## src/rtl/pipe_hazard_ctrl.sv

```systemverilog
// Stall/flush sequencer for a linear chain of enable/clear pipeline registers.
// Resolves stall, flush and multicycle hold into per-register en/clear and tracks stage valids.
module pipe_hazard_ctrl #(
  parameter int unsigned NSTAGES = 5,
  parameter int unsigned MCSTAGE = 2,
  parameter int unsigned CNTW    = 6
) (
  input  logic               clk_i,
  input  logic               rst_ni,
  input  logic               fetch_valid_i,
  input  logic [NSTAGES-1:0] stall_req_i,
  input  logic [NSTAGES-1:0] flush_req_i,
  input  logic               mc_start_i,
  input  logic [CNTW-1:0]    mc_cycles_i,
  output logic [NSTAGES-1:0] en_o,
  output logic [NSTAGES-1:0] clear_o,
  output logic [NSTAGES-1:0] valid_o,
  output logic               mc_busy_o,
  output logic               mc_done_o
);

  logic [NSTAGES-1:0] valid_q, valid_d;
  logic [CNTW-1:0]    cnt_q, cnt_d;
  logic               mc_done_q, mc_done_d;

  logic [NSTAGES-1:0] kill_self, stall_or, hold, bubble_in, in_valid;
  logic [NSTAGES-1:0] en, clear;
  logic               mc_busy, mc_accept, mc_hold, mc_abort;

  assign mc_busy   = (cnt_q != '0);
  assign in_valid  = {valid_q[NSTAGES-2:0], fetch_valid_i};

  always_comb begin
    kill_self = '0;
    stall_or  = '0;
    for (int unsigned i = 0; i < NSTAGES; i++) begin
      kill_self[i] = |(flush_req_i >> (i + 1));
      stall_or[i]  = |(stall_req_i >> i);
    end
  end

  assign mc_accept = mc_start_i & valid_q[MCSTAGE] & ~mc_busy & ~kill_self[MCSTAGE] &
                     (mc_cycles_i != '0);
  assign mc_hold   = mc_busy | mc_accept;
  assign mc_abort  = mc_busy & kill_self[MCSTAGE];

  always_comb begin
    hold = '0;
    for (int unsigned i = 0; i < NSTAGES; i++) begin
      hold[i] = stall_or[i] | (mc_hold & (i <= MCSTAGE));
    end
  end

  // A register receives a bubble when its own slot is flushed or its feeder is held.
  assign bubble_in = flush_req_i | {hold[NSTAGES-2:0], ~fetch_valid_i};

  always_comb begin
    en      = '0;
    clear   = '0;
    valid_d = valid_q;
    for (int unsigned i = 0; i < NSTAGES; i++) begin
      if (kill_self[i]) begin
        en[i]    = 1'b1;
        clear[i] = 1'b1;
      end else if (hold[i]) begin
        en[i]    = 1'b0;
        clear[i] = 1'b0;
      end else if (bubble_in[i]) begin
        en[i]    = 1'b1;
        clear[i] = 1'b1;
      end else begin
        en[i]    = 1'b1;
        clear[i] = 1'b0;
      end
      if (en[i]) begin
        valid_d[i] = clear[i] ? 1'b0 : in_valid[i];
      end
    end
  end

  always_comb begin
    cnt_d = cnt_q;
    if (mc_abort) begin
      cnt_d = '0;
    end else if (mc_accept) begin
      cnt_d = mc_cycles_i - CNTW'(1);
    end else if (mc_busy) begin
      cnt_d = cnt_q - CNTW'(1);
    end
    mc_done_d = mc_hold & (cnt_d == '0) & ~mc_abort;
  end

  always_ff @(posedge clk_i or negedge rst_ni) begin
    if (!rst_ni) begin
      valid_q   <= '0;
      cnt_q     <= '0;
      mc_done_q <= 1'b0;
    end else begin
      valid_q   <= valid_d;
      cnt_q     <= cnt_d;
      mc_done_q <= mc_done_d;
    end
  end

  // While in reset every datapath register is cleared.
  assign en_o      = rst_ni ? en : '1;
  assign clear_o   = rst_ni ? clear : '1;
  assign valid_o   = valid_q;
  assign mc_busy_o = mc_busy;
  assign mc_done_o = mc_done_q;

endmodule

```

## config.mk

```make
export PLATFORM = sky130hd
export DESIGN_NAME = pipe_hazard_ctrl
export DESIGN_NICKNAME = d
export VERILOG_FILES = /design/src/rtl/pipe_hazard_ctrl.sv
export SDC_FILE = /design/constraint.sdc
export NUM_CORES = 1
export LEC_CHECK = 0
export CORE_ASPECT_RATIO = 1.25
export CORE_UTILIZATION = 45
export CTS_CLUSTER_SIZE = 28
export DETAILED_ROUTE_END_ITERATION = 6
export GPL_ROUTABILITY_DRIVEN = 0
export PLACE_DENSITY = 0.88
export SLEW_MARGIN = 20
export SYNTH_ARGS = -nofsm -noshare
export SYNTH_HDL_FRONTEND = slang
export SYNTH_SLANG_ARGS = --single-unit
```

## constraint.sdc

```tcl
create_clock -name clk_i -period 3.5 [get_ports clk_i]
set_input_delay 0.525 -clock clk_i [delete_from_list [all_inputs] [get_ports clk_i]]
set_output_delay 0.525 -clock clk_i [all_outputs]
set_load 0.01 [all_outputs]
```

---- After elaboration in Yosys (flattened, before gate mapping) ----
Index checks and enable logic that the tools add are counted.
Widths: inputs -> output; s select.
word-level totals
  register bits after elaboration ......... 12
  word-level logic and storage cells ...... 68
  output and inout port bits .............. 17
  input bits .............................. 20
cells by class
  bitwise logic cells ..................... 16
  reduce and logical (&&, ||, !) cells .... 10
  mux-type cells .......................... 33
  add/subtract/negate cells ............... 2
operators with widths
  kind                 number
  $mux 1               28
  $mux 6               3
  $reduce_bool 6->1    2
  $sub 6x1->6 const B  2
  $mux 5               2
  $reduce_or 4->1      2
  $and 1x1->1          7
  $logic_not 6->1      1
  $reduce_or 3->1      2
  $or 5x5->5           1
  $reduce_or 5->1      1
  $not 1->1            4
  $or 1x1->1           4
  $reduce_or 2->1      2

---- Logic depth before layout (Yosys ltp) ----
Gate-level depths: netlist (run 1).
  depth after elaboration ................. 12
  mapped depth ............................ 8
  mapped depth without buffers ............ 8

---- Worst setup path after synthesis (run 1) ----
OpenSTA, ideal clock, no wires.
  path type ............................... input-to-output
  start point ............................. input mc_cycles_i[3]
  end point ............................... output clear_o[0]
  cell stages on the path ................. 4
  data required time ...................... 2.975 ns
  arrival ................................. 1.903 ns
  path slack .............................. 1.072 ns
  path buffers ............................ 0
  cells stage by stage .................... or3_4 > o2111ai_4 > nand4b_2 > o311ai_1
on the way
  longest elaborated chain between the ends .. 7
ends and longest elaborated chain
  element            line  text
  start, declared    14    input logic [CNTW-1:0] mc_cycles_i,
  $reduce_bool 6->1  43    (mc_cycles_i != '0);
  $and 1x1->1        42    assign mc_accept = mc_start_i & valid_q[MCSTAGE] & ~mc_busy & ~kill_self[MCSTAGE] &
  $or 1x1->1         44    assign mc_hold = mc_busy | mc_accept;
  $or 1x1->1         50    hold[i] = stall_or[i] | (mc_hold & (i <= MCSTAGE));
  $mux 1             65    end else if (hold[i]) begin
  $mux 1             62    if (kill_self[i]) begin
  $mux 5             107   assign clear_o = rst_ni ? clear : '1;
  end, declared      16    output logic [NSTAGES-1:0] clear_o,
No other way between the ends.

---- Worst setup path in the final report (run 1) ----
  start point ............................. input mc_cycles_i[2]
  end point ............................... output clear_o[0]
The elaborated chain is that of the path after synthesis.

==> impl_metrics.json, run 1 <==
{
  "worstSetupStartpointType": "primary input",
  "ys_seq_area_share_pct": 33.1,
  "max_cap_violations": 0,
  "drc": 0,
  "grt_use_met3_pct": 6.90,
  "synth_flop_cell": "dfrtp_1",
  "dp_hpwl_um": 2070,
  "synth_top_family_by_area": "simple AND/OR/NAND/NOR gates",
  "cts_setup_buffers": 0,
  "cts_hold_buf": 0,
  "die_w_um": 42.2,
  "ff2ff_path_depth": 6,
  "critical_path.startpoint": "mc_cycles_i[2]",
  "tns_ps": 0,
  "fin_nets": 169,
  "ys_seq_elements": 12,
  "crit_arrival_ps": 2770,
  "finalCriticalPeriod_ps": 3300,
  "clock-sinks": 12,
  "port_buffers": 36,
  "p_leak_uw": 0.000536,
  "syn_inst": 101,
  "grt_pass1_vias": 961,
  "clock_latency_ps": 290,
  "p_int_uw": 359,
  "fin_skew_ps": 3.40,
  "drtIter0Drc": 13,
  "antenna_found_initial": 0,
  "gr-max-usage-layer": "met2",
  "maxSlewViolCount": 0,
  "synth_compound_area_share_pct": 19.2,
  "yosys_warnings": 0,
  "area_delta_synth_final_pct": 48.8,
  "crit_required_ps": 2970,
  "final_core_util_pct": 73.8,
  "cts_root_buffer": "clkbuf_4",
  "rsz0062_at_grt": "no",
  "pwr_density_cell_nw_per_um2": 454,
  "design.die.area_um2": 2200,
  "status": "complete, no violations",
  "num_rows": 17,
  "yosysUniqueCellTypes": 38,
  "timing.slew.headroom_pct": 69.5,
  "hold_class": "in -> async",
  "p_sw_share_pct": 41.4,
  "use_met1_pct": 24.0,
  "grt.overflow.total": 0,
  "drtAntennaViolNets": 0,
  "power_switching_uw": 253,
  "combPwrFrac_pct": 51.5,
  "peakVddDrop_mv": 0.294,
  "r2r-start": "cnt_q[4]",
  "synth-edff-count": 0,
  "coreArea_um2": 1830,
  "synthXorXnorAreaFrac_pct": 6.76,
  "clk_pin_slew_ps": 80,
  "dpl-instance-area_um2": 1310,
  "via_per_inst": 5.95,
  "final_cell_mix": "clkdlybuf4s50_1 (36), dfrtp_1 (12), nor2_1 (9), o21ai_0 (9), nand2_1 (8)",
  "die_y_um": 52.2,
  "grt.total_usage_pct": 26.9,
  "num_io_pins": 37,
  "fmax_mhz": 303,
  "async_flop_share_pct": 100,
  "synth_fp_nets": 125,
  "critPathCaptureType": "primary output",
  "avgSynthCellArea_um2": 8.98,
  "seqPwrFrac_pct": 29.3,
  "stdcell_area_um2": 1350,
  "diodes": 0,
  "dr.pass1.iters": 4,
  "setup_viol": 0,
  "drt-total-wl_um": 2650,
  "period_share_pct": 94.2,
  "start_util_pct": 49.6,
  "h-tree-depth": 1,
  "tightestPinTransition_ps": 452,
  "tritoncts": "done",
  "cts-buffers-inserted": 3,
  "grt_pass1_wl_um": 4200,
  "worstPathMaxFanout": 8,
  "vias": 970,
  "ctsResizeCount": 0,
  "cts_buffer_depth": 2,
  "drive_gt1_share_pct": 11.1,
  "hold_viol": 0,
  "criticalPathCategory": "in -> out",
  "synthSimpleGateAreaFrac_pct": 33.4,
  "grt_start_max_net_pins": 11,
  "clkPwrFrac_pct": 19.2,
  "synthAdderAreaFrac_pct": 5.52,
  "layout_commonest_cell": "clkdlybuf4s50_1",
  "use_met2_pct": 51.0,
  "routedWlPerCell_um": 16.2,
  "synth_area_um2": 907,
  "synthMuxAreaShare_pct": 0
}
==> stage by stage <==
stage | total power, uW | instances | hold WS [ps] | setup slack, ps
2_1_floorplan | 378 | 101 | 229 | 1070
3_3_place_gp | 480 | 159 | 503 | 251
5_1_grt | 653 | 163 | 522 | 77.6
4_1_cts | 612 | 163 | 512 | 210
6_report | 613 | 163 | 508 | 201
3_5_place_dp | 493 | 159 | 532 | 241
==> cell usage after synthesis (all sizes together), types with 2 or more instances <==
master	count	share of area [%]
dfrtp	12	33
nor2	11	5.7
o21ai	9	5.0
nand2	8	3.3
nor3	7	3.9
inv	5	2.1
xnor2	5	4.8
a21oi	4	2.2
ha	4	5.5
nand2b	3	2.1
nor2b	3	2.1
o22ai	3	2.1
or3	3	2.6
nand3	2	2.5
nand4b	2	2.6
o211ai	2	1.7
or4	2	1.7
xor2	2	1.9
==> worst max-delay path: stages <==
cell and delay, ps:
clkdlybuf4s50_1 470, or3_4 410, o2111ai_4 220, nand4b_2 230
o311ai_1 330, clkdlybuf4s50_1 580
==> kinds of logic (layout without fill, tap and decap cells) <==
kind of cell	after synthesis	after routing
and+or+nand+nor	48	48
AOI/OAI and AO/OA	25	25
buffers and inverters	5	48
adders and majority gates	4	4
xor gates and xnor gates	7	7
DFF	12	12
==> layer usage <==
layer	vias to the layer above	wire length (um)
met2	41	1440
met5	-	0
li1	456	-
met1	460	939
met4	0	124
met3	13	137
==> path summary, 6_finish.rpt <==
path | to | slack, ps
worst max register to register | mc_done_o | 1390
max in group asynchronous | mc_done_o | 2530
worst min register to register | valid_o[4] | 550
worst min-delay path | valid_o[0] | 510
worst max-delay path | clear_o[0] | 200
min in group clk_i | valid_o[4] | 550
==> sequential cells by signal, summed over array words and instances (netlist names) <==
register / flops
cnt_q: 6
mc_done_o: 1
valid_o: 5
==> cell type report <==
cell class                 instances  area [um^2]
fill                             153          479
inverter                           5         18.8
multi-input combinational         84          588
tap                               19         23.8
sequential                        12          300
clock buffer                       4         36.3
timing repair buffer              39          383
==> power groups by stage <==
stage          combinational, uW  clock [uW]  sequential [uW]
6_report                     316         118              180
5_1_grt                      346         126              181
4_1_cts                      314         119              179
3_5_place_dp                 311           0              182
3_3_place_gp                 299           0              181
2_1_floorplan                201           0              177
Power figures use the tool's default switching activity.
==> run 2, diff against run 1 <==
- HOLD_SLACK_MARGIN: unset -> 0.1
==> results of run 2 <==
Same layout as run 1: the final DEF is identical, and so are final timing and power.
